$ cat config.mk
export PLATFORM = sky130hd
export DESIGN_NAME = detec_col_multi
export DESIGN_NICKNAME = d
export VERILOG_FILES = /design/src/rtl/detec_col_multi.sv
export SDC_FILE = /design/constraint.sdc
export NUM_CORES = 1
export LEC_CHECK = 0
export BUFFER_PORTS_ARGS = -buffer_cell sky130_fd_sc_hd__buf_4
export CAP_MARGIN = 25
export CORE_MARGIN = 2
export CORE_UTILIZATION = 60
export DETAILED_ROUTE_END_ITERATION = 8
export PLACE_DENSITY = 0.84
export SLEW_MARGIN = 20
export SYNTH_ARGS = -nofsm -noshare
export SYNTH_HDL_FRONTEND = slang
export SYNTH_SLANG_ARGS = --single-unit
$ cat constraint.sdc
create_clock -name pclk -period 3.8 [get_ports pclk]
set_clock_uncertainty 0.15 [all_clocks]
set_input_delay 0.76 -clock pclk [delete_from_list [all_inputs] [get_ports pclk]]
set_output_delay 0.76 -clock pclk [all_outputs]
set_load 0.03 [all_outputs]
$ cat src/rtl/detec_col_multi.sv
// Missile-vs-N-enemy collision detector: per-enemy HP/alive tracking, one hit per missile flight.
// Hit, kill and wave-clear outputs are registered one cycle after the sampled inputs; no backpressure.
module detec_col_multi #(
  parameter int N_ENEMY    = 8,
  parameter int HALF_WIDTH = 25,
  parameter int HEIGHT     = 50,
  parameter int HP         = 2,
  parameter int IDX_W      = 4
) (
  input  logic                   pclk,
  input  logic                   rst,
  input  logic [10:0]            xpos_missile,
  input  logic [10:0]            ypos_missile,
  input  logic                   on_missile,
  input  logic                   level_change,
  input  logic [11*N_ENEMY-1:0]  xpos_enemy,
  input  logic [11*N_ENEMY-1:0]  ypos_enemy,
  output logic [N_ENEMY-1:0]     on_out,
  output logic                   missile_kill,
  output logic                   hit_pulse,
  output logic [IDX_W-1:0]       hit_idx,
  output logic                   kill_pulse,
  output logic [7:0]             kill_count,
  output logic                   all_dead
);

  localparam logic [2:0] HP_L = 3'(HP);

  typedef enum logic {ARMED = 1'b0, SPENT = 1'b1} state_t;

  state_t             r_state;
  logic [2:0]         r_hp [N_ENEMY];
  logic [N_ENEMY-1:0] r_on;
  logic               r_mk;
  logic               r_hit;
  logic [IDX_W-1:0]   r_idx;
  logic               r_kill;
  logic [7:0]         r_kc;
  logic               r_all_dead;

  logic [11:0]        w_xm;
  logic [11:0]        w_ym;
  logic [N_ENEMY-1:0] w_ovl;
  logic [N_ENEMY-1:0] w_req;
  logic [N_ENEMY-1:0] w_oh;
  logic [N_ENEMY-1:0] w_kill_mask;
  logic [N_ENEMY-1:0] w_on_after_hit;
  logic               w_cand_vld;
  logic               w_hit;
  logic               w_last_hp;
  logic [IDX_W-1:0]   w_cand_idx;

  // 12-bit compares so enemy x + HALF_WIDTH and y + HEIGHT never wrap
  assign w_xm = {1'b0, xpos_missile};
  assign w_ym = {1'b0, ypos_missile};

  for (genvar g = 0; g < N_ENEMY; g++) begin : g_ovl
    logic [11:0] w_xe;
    logic [11:0] w_ye;
    logic [11:0] w_xlo;
    logic [11:0] w_xhi;
    logic [11:0] w_yhi;
    assign w_xe     = {1'b0, xpos_enemy[11*g +: 11]};
    assign w_ye     = {1'b0, ypos_enemy[11*g +: 11]};
    assign w_xlo    = (w_xe < 12'(HALF_WIDTH)) ? 12'd0 : w_xe - 12'(HALF_WIDTH);
    assign w_xhi    = w_xe + 12'(HALF_WIDTH);
    assign w_yhi    = w_ye + 12'(HEIGHT);
    assign w_ovl[g] = (w_xm >= w_xlo) && (w_xm <= w_xhi) &&
                      (w_ym >= w_ye)  && (w_ym <= w_yhi);
  end

  // Lowest-index live overlapping enemy wins; isolate it as a one-hot mask
  assign w_req      = w_ovl & r_on;
  assign w_oh       = w_req & (~w_req + N_ENEMY'(1));
  assign w_cand_vld = |w_req;

  always_comb begin
    w_cand_idx = '0;
    w_last_hp  = 1'b0;
    for (int i = 0; i < N_ENEMY; i++) begin
      if (w_oh[i]) begin
        w_cand_idx = IDX_W'(i);
        w_last_hp  = (r_hp[i] == 3'd1);
      end
    end
  end

  assign w_hit          = (r_state == ARMED) && on_missile && w_cand_vld && !level_change;
  assign w_kill_mask    = (w_hit && w_last_hp) ? w_oh : '0;
  assign w_on_after_hit = r_on & ~w_kill_mask;

  always_ff @(posedge pclk or negedge rst) begin
    if (!rst) begin
      r_state    <= ARMED;
      r_on       <= '1;
      for (int i = 0; i < N_ENEMY; i++) r_hp[i] <= HP_L;
      r_mk       <= 1'b0;
      r_hit      <= 1'b0;
      r_idx      <= '0;
      r_kill     <= 1'b0;
      r_kc       <= 8'd0;
      r_all_dead <= 1'b0;
    end else begin
      r_mk   <= 1'b0;
      r_hit  <= 1'b0;
      r_kill <= 1'b0;
      if (level_change) begin
        // New wave: any coincident hit is dropped, an in-flight missile stays spent
        r_on       <= '1;
        for (int i = 0; i < N_ENEMY; i++) r_hp[i] <= HP_L;
        r_all_dead <= 1'b0;
        r_state    <= on_missile ? SPENT : ARMED;
      end else begin
        case (r_state)
          ARMED: begin
            if (w_hit) begin
              r_state <= SPENT;
              r_mk    <= 1'b1;
              r_hit   <= 1'b1;
              r_idx   <= w_cand_idx;
              for (int i = 0; i < N_ENEMY; i++) begin
                if (w_oh[i]) r_hp[i] <= r_hp[i] - 3'd1;
              end
              if (w_last_hp) begin
                r_kill <= 1'b1;
                if (r_kc != 8'hFF) r_kc <= r_kc + 8'd1;
              end
              r_on       <= w_on_after_hit;
              r_all_dead <= (w_on_after_hit == '0);
            end
          end
          SPENT: begin
            if (!on_missile) r_state <= ARMED;
          end
          default: r_state <= ARMED;
        endcase
      end
    end
  end

  assign on_out       = r_on;
  assign missile_kill = r_mk;
  assign hit_pulse    = r_hit;
  assign hit_idx      = r_idx;
  assign kill_pulse   = r_kill;
  assign kill_count   = r_kc;
  assign all_dead     = r_all_dead;

endmodule

==> flow_summary.json, run 1 <==
{
  "grt_overflow": 100,
  "grt-worst-endpoint": "all_dead$_DFFE_PN0P_/D",
  "worst_path_end_type": "register data pin",
  "yosysTopAreaCellShare": 0.326,
  "status": "aborted with a tool error",
  "synthArstFlopShare": 1.00,
  "die_h_um": 161,
  "io_buffers": 224,
  "yosysUniqueCellTypes": 79,
  "clockRootBuffer": "clkbuf_16",
  "dpl_cell_area_sq_um": 20500,
  "firstError": "[ERROR GRT-0232] Routing congestion too high. Check the congestion heatmap in the GUI.",
  "synth_most_common_cell": "ha_1",
  "gp_congestion": 0.983,
  "lastStage": "5_1_grt",
  "synth_seq_cells": 47,
  "start_util": 0.609,
  "synth_warnings": 0,
  "die_w_um": 161,
  "pin_count": 226,
  "ys_seq_area_frac": 0.0810,
  "netlist_area_sq_um": 14800,
  "rows": 57,
  "clock_path_buffers": 2,
  "yosys.area.top_type": "ha_1",
  "postSynthAreaPerCell_sq_um": 7.68,
  "grt_usage": 0.771,
  "cts-buffers-inserted": 5,
  "syn_nets": 2509,
  "syn_inst": 1922,
  "cts.htree.levels": 2,
  "synth-edff-count": 0,
  "grt_start_max_net_pins": 48,
  "hpwlAfterDp_mm": 45.6,
  "synthFlopType": "dfrtp_1",
  "ys_top_cells_by_area": "ha_1 33%, xnor2_1 8.0%, dfrtp_1 5.3%, nand2_1 4.5%, xor2_1 4.0%",
  "cts.sinks": 47,
  "ys_top_cells_by_count": "385 x ha_1, 176 x nand2_1, 153 x inv_1, 137 x nor2_1, 135 x xnor2_1"
}
-- cells by family after synthesis --
group / after synthesis / synth area share
simple gates: 673 / 0.230
compound gates: 398 / 0.182
fa+ha+maj: 385 / 0.326
buf+inv: 204 / 0.0530
xor+xnor: 203 / 0.120
flops: 47 / 0.0810
mux: 11 / 0.00771
other cells: 1 / 0.000254
-- through the flow --
step	worst slack (ns)	hold WS [ns]	instances
after floorplan	-1.19	0.314	1922
after global placement	-1.30	0.334	2911
after detailed placement	-1.52	0.339	2911
after CTS	-0.978	0.352	2953
-- metal layers --
metal,track usage,GRT overflow
met5,0.167,0
met4,0.811,36
met3,0.600,5
met2,0.958,56
met1,0.758,3
-- repair_timing --
| item | CTS |
|---|---|
| resized for setup | 248 |
| setup buffers | 36 |
| setup endpoints to repair | 47 |
| pin swaps | 147 |
| hold buffers | 0 |
| hold endpoints to repair | 0 |
| cloned | 0 |
==> inputs of run 2 (changes only) <==
CORE_UTILIZATION = 40   (was 60)
PLACE_DENSITY = default   (was 0.84)
PLACE_DENSITY_LB_ADDON = 0.15   (was default)
==> run 2 against run 1 <==
  * The flow now finishes, with violations (setup timing)
  * Synthesized cell count stayed put
  * Synthesized area unchanged
==> flow_summary.json, run 2 <==
{
  "vdd_drop_max_uv": 329,
  "pin_count": 226,
  "rows": 70,
  "grt_pass1_vias": 17400,
  "grt_overflow": 0,
  "cts-buffers-inserted": 5,
  "cts.htree.levels": 2,
  "powerDensity_nw_per_um2": 176,
  "top_usage_layer": "met2",
  "hold_path_class": "primary input to asynchronous set/reset pin",
  "clock_path_buffers": 2,
  "worstPathRequired_ns": 3.86,
  "start_util": 0.404,
  "grt_use_met1": 0.341,
  "pwr-share-clk": 0.115,
  "postSynthAreaPerCell_sq_um": 7.68,
  "dp_cells": 3065,
  "cp.arrival_ns": 5.02,
  "fin_tns_setup_ns": -38.49,
  "first_iter_violations": 806,
  "yosysTopAreaCellShare": 0.326,
  "viasPerCell": 5.43,
  "yosys.area.top_type": "ha_1",
  "die_area_sq_um": 38500,
  "ys_top_cells_by_area": "ha_1 33%, xnor2_1 8.0%, dfrtp_1 5.3%, nand2_1 4.5%, xor2_1 4.0%",
  "area_delta_synth_final_pct": 52.2,
  "io_buffers": 224,
  "hpwlAfterDp_mm": 45.0,
  "synth-edff-count": 0,
  "clockRootBuffer": "clkbuf_16",
  "p_comb_frac": 0.742,
  "layout_commonest_cell": "buf_4",
  "grt_usage": 0.274,
  "status": "finished with violations",
  "rsz0062_at_grt": "true",
  "yosysUniqueCellTypes": 79,
  "finalHoldViolCount": 0,
  "final_cell_mix": "717 x buf_4, 371 x ha_1, 163 x nand2_1, 151 x inv_1",
  "gp_congestion": 0.954,
  "holdWs_ns": 0.328,
  "fin_crit_sh": 1.31,
  "use_met2": 0.481,
  "final_cells": 3121,
  "met3_usage": 0.0256,
  "worst-setup-path-type": "primary input to flop",
  "ys_top_cells_by_count": "385 x ha_1, 176 x nand2_1, 153 x inv_1, 137 x nor2_1, 135 x xnor2_1",
  "routed_wl_mm": 54.4,
  "setup_violations": 47,
  "synthFlopType": "dfrtp_1",
  "cts.sinks": 47,
  "swShare": 0.432,
  "synthArstFlopShare": 1.00,
  "period_minus_slack_ns": 4.96,
  "nets": 3234,
  "grt_start_max_net_pins": 48,
  "netlist_area_sq_um": 14800,
  "wire_per_inst_um": 17.4,
  "leakagePower_nw": 11.2,
  "violations": "setup timing",
  "clkLatencyLatePin_ns": 0.29,
  "setup_ws_ns": -1.16,
  "regMostFlops": "r_hp",
  "die_w_um": 196,
  "worstPathMaxFanout": 4,
  "seqPwrFrac": 0.143,
  "die_h_um": 196,
  "vias": 16900,
  "syn_nets": 2509,
  "cts_tree": "done",
  "synth_seq_cells": 47,
  "relSlewSlack": 0.446,
  "syn_inst": 1922,
  "drtAntennaViolNets": 0,
  "cts_hold_buf": 0,
  "drc": 0,
  "synth_most_common_cell": "ha_1",
  "switchingPower_mw": 1.71,
  "maxCapViolCount": 0,
  "worstMarginPinSlew_ns": 0.821,
  "fill_cells": 3288,
  "largest_register_ffs": 24,
  "antenna_found_initial": 6,
  "fmax_ghz": 0.202,
  "ys_seq_area_frac": 0.0810,
  "cp-start-kind": "primary input",
  "synth_warnings": 0,
  "fp.coreArea_sq_um": 36500,
  "final_layout_size_suffix_gt1_frac": 0.372,
  "crit_path_end_kind": "flop",
  "grt_pass1_wl_mm": 85.4,
  "slew_violations": 0,
  "intPower_mw": 2.25,
  "clk_pin_slew_ns": 0.07,
  "first_pass_iters": 5
}
## run 2: cell counts after synthesis
Identical to the previous run, type by type.
## run 2: metrics by stage
stage | utilization | instance area (sq um) | worst slack [ns] | total power, mW
floorplan | - | 14900 | -1.19 | 1.94
global placement | 0.569 | 20800 | -1.45 | 3.09
detailed placement | 0.569 | 20800 | -1.50 | 3.15
CTS | 0.596 | 21700 | -0.930 | 3.79
global route | 0.616 | 22500 | -1.33 | 4.30
finish | 0.616 | 22500 | -1.16 | 3.96
## run 2: cells by family (layout without fill, tap and decap cells)
logic type	count (synthesis)	after routing	share of synthesized area
flip-flops	47	47	0.0810
AO/OA/AOI/OAI	398	398	0.182
adder cells (fa/ha/maj)	385	385	0.326
buffers and inverters	204	930	0.0530
multiplexers	11	11	0.00771
AND/OR/NAND/NOR	673	673	0.230
other	1	6	0.000254
XOR/XNOR	203	203	0.120
## run 2: timing repair
| action | 4_1_cts | 5_1_grt |
|---|---|---|
| resized for setup | 136 | 120 |
| pin swaps | 43 | 51 |
| buffers inserted | 26 | 20 |
| endpoints found under the setup margin | 47 | 47 |
## run 2: power by group through the flow
stage	clock, mW	combinational (mW)	sequential [mW]
floorplan	0	1.32	0.613
global placement	0	2.52	0.569
detailed placement	0	2.59	0.569
CTS	0.463	2.76	0.563
global route	0.484	3.24	0.572
finish	0.454	2.94	0.568
## run 2: layout make-up
| cell class | count | area (sq um) | area share |
|---|---|---|---|
| tap | 468 | 586 | 0.0260 |
| sequential | 47 | 1200 | 0.0532 |
| multi-input combinational | 1671 | 13900 | 0.618 |
| antenna | 5 | 12.5 | 0.000556 |
| clock buffer | 5 | 125 | 0.00556 |
| clock inverter | 3 | 22.5 | 0.00100 |
| inverter | 153 | 577 | 0.0257 |
| timing repair buffer | 769 | 6070 | 0.270 |
## run 2: final timing paths
| check | from | endpoint | slack, ns | cells after the start |
|---|---|---|---|---|
| min reg2reg | kill_count[6]$_DFFE_PN0P_ | kill_count[6]$_DFFE_PN0P_ | 0.37 | 1 |
| max reg2reg | on_out[1]$_DFFE_PN1P_ | all_dead$_DFFE_PN0P_ | 0.23 | 11 |
| max | xpos_enemy[40] | all_dead$_DFFE_PN0P_ | -1.16 | 20 |
| min in group pclk | kill_count[6]$_DFFE_PN0P_ | kill_count[6]$_DFFE_PN0P_ | 0.37 | 1 |
| max in group asynchronous | rst | r_hp[18]$_DFFE_PN0P_ | 2.76 | 1 |
| min | rst | kill_count[4]$_DFFE_PN0P_ | 0.33 | 1 |
## run 2: critical path: stages
cell and delay (ns):
buf_6 0.09, or4_4 0.56, nor3_4 0.18, buf_6 0.13, nor2_2 0.03, mux2i_1 0.24
ha_1 0.18, nand2_2 0.07, o211ai_1 0.21, a21oi_1 0.07, a311o_1 0.37, a2111o_1 0.41
buf_6 0.17, mux2i_2 0.19, nand4_1 0.13, a211o_4 0.38, buf_4 0.15, o41ai_4 0.38
nand2_1 0.11, o31ai_2 0.21
## run 2: routing by layer
metal / wire (um) / part of all wire
met1: 23600 / 0.43
met5: 10 / 0.00018
met2: 26100 / 0.48
met3: 2300 / 0.042
met4: 2430 / 0.045
(Power assumes the default switching activity.)
==> inputs of run 3 (changes only) <==
CELL_PAD_IN_SITES_DETAIL_PLACEMENT = 1   (was default)
CELL_PAD_IN_SITES_GLOBAL_PLACEMENT = 1   (was default)
SKIP_CTS_REPAIR_TIMING = 1   (was default)
==> run 3 against run 2 <==
  * The run still ends with setup timing left
  * Non-clock buffer count decreased by 7
  * Sequential power decreased by 0.9%
  * Sequential share of layout area increased by 0.074 points
  * Combinational power increased by 4%
  * Register-to-register slack got worse by 0.17 ns
  * First-iteration DRC count increased by 21%
  * Via count increased by 6.4%
  * Critical path type unchanged
  * Largest power group unchanged
==> flow_summary.json, run 3 (same netlist as run 2, synthesis figures left out) <==
{
  "status": "finished with violations",
  "violations": "setup timing",
  "clockRootBuffer": "clkbuf_16",
  "routed-wl-met2_mm": 33.8,
  "die_h_um": 196,
  "dp_cells": 3074,
  "final_cells": 3117,
  "cts.sinks": 47,
  "cts.htree.levels": 2,
  "grt_usage": 0.310,
  "worstPathMaxFanout": 5,
  "crit_path_end_kind": "flop",
  "grt_pass1_vias": 19000,
  "viasPerCell": 5.79,
  "wl_met1_mm": 27.8,
  "slew_violations": 0,
  "largest_register_ffs": 24,
  "final_layout_size_suffix_gt1_frac": 0.359,
  "grt_overflow": 0,
  "intPower_mw": 2.30,
  "fp.coreArea_sq_um": 36500,
  "rows": 70,
  "worstMarginPinSlew_ns": 1.02,
  "clk_pin_slew_ns": 0.07,
  "worstPathRequired_ns": 3.84,
  "fin_crit_sh": 1.36,
  "seqPwrFrac": 0.135,
  "first_iter_violations": 975,
  "antenna_found_initial": 7,
  "cp-start-kind": "primary input",
  "cp.arrival_ns": 5.20,
  "fill_cells": 4521,
  "io_buffers": 224,
  "die_area_sq_um": 38500,
  "rrSetupSlack_ns": 0.06,
  "powerDensity_nw_per_um2": 187,
  "clkLatencyLatePin_ns": 0.31,
  "clock_path_buffers": 2,
  "setup_ws_ns": -1.37,
  "pin_count": 226,
  "setup_violations": 47,
  "die_w_um": 196,
  "layout_commonest_cell": "buf_4",
  "first_pass_iters": 5,
  "pwr-share-clk": 0.128,
  "area_delta_synth_final_pct": 50.2,
  "p_comb_frac": 0.737,
  "regMostFlops": "r_hp",
  "hpwlAfterDp_mm": 52.3,
  "final_cell_mix": "741 x buf_4, 371 x ha_1, 167 x nand2_1, 150 x inv_1, 133 x nor2_1",
  "leakagePower_nw": 11.2,
  "fin_tns_setup_ns": -43.37,
  "vdd_drop_max_uv": 305,
  "highest_layer": "met4",
  "wire_per_inst_um": 21.7,
  "start_util": 0.404,
  "swShare": 0.447,
  "cts-buffers-inserted": 5,
  "period_minus_slack_ns": 5.17,
  "vias": 18000,
  "grt_pass1_wl_mm": 96.8,
  "rsz0062_at_grt": "true",
  "gp_congestion": 0.935,
  "nets": 3227,
  "wl_met3_mm": 2.49,
  "relSlewSlack": 0.313,
  "worst-setup-path-type": "primary input to flop",
  "pre_cts_ws_ns": -1.68,
  "grt_start_max_net_pins": 48,
  "drc": 0,
  "fmax_ghz": 0.194,
  "hold_path_class": "primary input to asynchronous set/reset pin",
  "maxCapViolCount": 0,
  "routed_wl_mm": 67.7,
  "finalHoldViolCount": 0,
  "drtAntennaViolNets": 0,
  "cts_tree": "done",
  "switchingPower_mw": 1.86
}
run 3: worst max-delay path: stages:
cell      delay (ns)
buf_4           0.13
buf_4           0.14
inv_2           0.05
ha_2            0.17
nand2b_1        0.08
nor2b_4         0.15
buf_6           0.14
nor2_4          0.12
mux2i_1         0.24
ha_2            0.23
o21a_1          0.14
o21ai_0         0.11
nand2b_1        0.25
o311ai_4        0.21
or4_1           0.54
o31a_1          0.17
mux2_2          0.28
or3_4           0.39
buf_6           0.15
a21oi_4         0.22
and2_4          0.20
mux2_4          0.30
run 3: per-stage QoR:
step,hold slack [ns],power [mW],instance area (sq um),utilization
final,0.319,4.15,22200,0.607
after floorplan,0.314,1.94,14900,-
after global routing,0.381,4.43,22200,0.607
after detailed placement,0.346,3.26,20800,0.569
after CTS,0.343,3.81,21000,0.574
after global placement,0.341,3.10,20800,0.569
run 3: worst paths after layout:
kind                                      startpoint                        end  cells past startpoint
max                                   xpos_enemy[77]  kill_count[1]$_DFFE_PN0P_                     22
min                                              rst  kill_count[4]$_DFFE_PN0P_                      1
max reg2reg                    on_out[1]$_DFFE_PN1P_  kill_count[1]$_DFFE_PN0P_                     13
min reg2reg                kill_count[7]$_DFFE_PN0P_  kill_count[7]$_DFFE_PN0P_                      1
max in group asynchronous                        rst       r_hp[20]$_DFFE_PN0P_                      1
min in group pclk          kill_count[7]$_DFFE_PN0P_  kill_count[7]$_DFFE_PN0P_                      1
run 3: cell type report:
cell class              count  area [sq um]  share of cell area
clock buffers               5           125             0.00564
inverters                 153           574              0.0259
repair buffers            762          5840               0.263
flip-flops and latches     47          1200              0.0539
multi-input cells        1671         13800               0.622
clock inverters             3          46.3             0.00209
well taps                 468           586              0.0264
diodes                      8          20.0            0.000903
run 3: layer usage:
layer	vias up	global-route usage
li1	8443	-
met1	8834	0.375
met2	535	0.566
met3	224	0.0225
met4	0	0.129
met5	-	0
run 3: power groups by stage:
stage	Sequential [mW]	Combinational, mW	Clock [mW]
after floorplan	0.613	1.32	0
after global placement	0.567	2.53	0
after detailed placement	0.567	2.69	0
after CTS	0.560	2.71	0.534
after global routing	0.567	3.31	0.549
final	0.563	3.06	0.531
==> inputs of run 4 (changes only) <==
CELL_PAD_IN_SITES_DETAIL_PLACEMENT = 0   (was 1)
==> run 4 against run 3 <==
  * The run still ends with setup timing left
  * Worst setup slack gained 0.29 ns
  * Die area is the same
  * Utilization grew 0.45 points
  * Combinational power shrank 5%
  * Sequential share of layout area is essentially flat
  * Total power shrank 5.4%
  * Largest cell class unchanged
==> flow_summary.json, run 4 (same netlist as run 2, synthesis figures left out) <==
{
  "period_minus_slack_ns": 4.87,
  "grt_start_max_net_pins": 48,
  "vias": 16800,
  "fmax_ghz": 0.205,
  "antenna_found_initial": 4,
  "setup_violations": 47,
  "fin_crit_sh": 1.28,
  "gp_congestion": 0.935,
  "slew_violations": 0,
  "violations": "setup timing",
  "cp-start-kind": "primary input",
  "fin_tns_setup_ns": -35.90,
  "relSlewSlack": 0.278,
  "slowest_delay_ns": 0.56,
  "hpwlAfterDp_mm": 45.0,
  "drc": 0,
  "intPower_mw": 2.23,
  "p_total_mw": 3.93,
  "clock_path_buffers": 2,
  "holdWs_ns": 0.331,
  "clk_pin_slew_ns": 0.07,
  "r2r_start": "on_out[1]$_DFFE_PN1P_",
  "first_pass_iters": 6,
  "io_buffers": 224,
  "seqPwrFrac": 0.143,
  "worstPathRequired_ns": 3.86,
  "leakagePower_nw": 11.1,
  "viasPerCell": 5.41,
  "worstMarginPinSlew_ns": 1.07,
  "cts_tree": "done",
  "final_cell_mix": "726 x buf_4, 365 x ha_1, 158 x nand2_1, 147 x inv_1, 128 x nor2_1",
  "worstPathMaxFanout": 4,
  "powerDensity_nw_per_um2": 176,
  "pwr-share-clk": 0.117,
  "cp_cell_sequence": "buf_6 -> or4_4 -> nor3_4 -> nand2b_1 -> and2_4 -> ha_4 -> nor3b_2 -> o21ai_1 -> a21oi_1 -> a311o_1 -> a2111o_1 -> mux2i_1 -> nand4_1 -> a211o_1 -> a211o_1 -> a2111o_1 -> o31ai_2",
  "die_w_um": 196,
  "layout_commonest_cell": "buf_4",
  "area_delta_synth_final_pct": 51.3,
  "worst-setup-path-type": "primary input to flop",
  "p_comb_frac": 0.741,
  "final_cells": 3106,
  "nets": 3221,
  "maxCapViolCount": 0,
  "pre_cts_ws_ns": -1.65,
  "largest_register_ffs": 24,
  "dpl_cell_area_sq_um": 20800,
  "routed_wl_mm": 53.6,
  "drtAntennaViolNets": 0,
  "rsz0062_at_grt": "true",
  "cts.sinks": 47,
  "vdd_drop_max_uv": 279,
  "startpoint": "xpos_enemy[40]",
  "final_layout_size_suffix_gt1_frac": 0.369,
  "hold_path_class": "primary input to asynchronous set/reset pin",
  "grt_usage": 0.265,
  "clockRootBuffer": "clkbuf_16",
  "crit_path_end_kind": "flop",
  "clkLatencyLatePin_ns": 0.30,
  "swShare": 0.434,
  "cp_top_family": "compound AO/OA/AOI/OAI gates",
  "start_util": 0.404,
  "grt_pass1_wl_mm": 82.7,
  "first_iter_violations": 821,
  "die_area_sq_um": 38500,
  "pin_count": 226,
  "fp.coreArea_sq_um": 36500,
  "rows": 70,
  "fin_util": 0.612,
  "critPathSlowestCell": "or4_4",
  "status": "finished with violations",
  "regMostFlops": "r_hp",
  "die_h_um": 196,
  "grt_overflow": 0,
  "setup_ws_ns": -1.07,
  "cts.htree.levels": 2,
  "crit_buf_inv": 1,
  "dp_cells": 3074,
  "fill_cells": 3320,
  "fin_area_sq_um": 22300,
  "grt_pass1_vias": 16500,
  "wire_per_inst_um": 17.2,
  "finalHoldViolCount": 0,
  "switchingPower_mw": 1.71,
  "cp.arrival_ns": 4.93,
  "cts-buffers-inserted": 5
}
==> run 4: final timing paths <==
kind,depth (start not counted),slack [ns],endpoint
max,17,-1.07,all_dead$_DFFE_PN0P_
min in group pclk,1,0.36,kill_count[7]$_DFFE_PN0P_
max in group asynchronous,1,2.77,r_hp[15]$_DFFE_PN0P_
min reg2reg,1,0.36,kill_count[7]$_DFFE_PN0P_
max reg2reg,12,0.12,all_dead$_DFFE_PN0P_
min,1,0.33,kill_count[5]$_DFFE_PN0P_
==> run 4: area by class of cell <==
class	count	area, sq um	share of cell area
Sequential cell	47	1200	0.0535
Multi-Input combinational cell	1671	14000	0.626
Antenna cell	3	7.51	0.000336
Inverter	153	577	0.0258
Tap cell	468	586	0.0262
Clock inverter	3	27.5	0.00123
Clock buffer	5	125	0.00560
Timing Repair Buffer	756	5830	0.261
==> run 4: power groups by stage <==
| stage | Clock (mW) | Sequential [mW] | Combinational [mW] |
|---|---|---|---|
| 3_5_place_dp | 0 | 0.567 | 2.59 |
| 3_3_place_gp | 0 | 0.567 | 2.53 |
| 6_report | 0.458 | 0.561 | 2.91 |
| 2_1_floorplan | 0 | 0.613 | 1.32 |
| 5_1_grt | 0.488 | 0.566 | 3.21 |
| 4_1_cts | 0.469 | 0.559 | 2.61 |
==> run 4: routing by layer <==
metal | part of all wire | vias to the layer above | global-route usage
met2 | 0.48 | 343 | 0.456
met1 | 0.45 | 7926 | 0.351
li1 | - | 8457 | -
met5 | 0.00026 | - | 0
met4 | 0.026 | 2 | 0.0704
met3 | 0.040 | 75 | 0.0260
==> run 4: worst register-to-register path: stages (launching register included) <==
cell and delay (ns):
dfstp_2 0.55, o21ai_0 0.10, buf_4 0.17, a311oi_1 0.34, o21ai_2 0.14, or4_4 0.52
buf_4 0.16, o21ai_2 0.12, o22ai_1 0.09, a211o_1 0.39, a211o_1 0.30, a2111o_1 0.38
o31ai_2 0.19
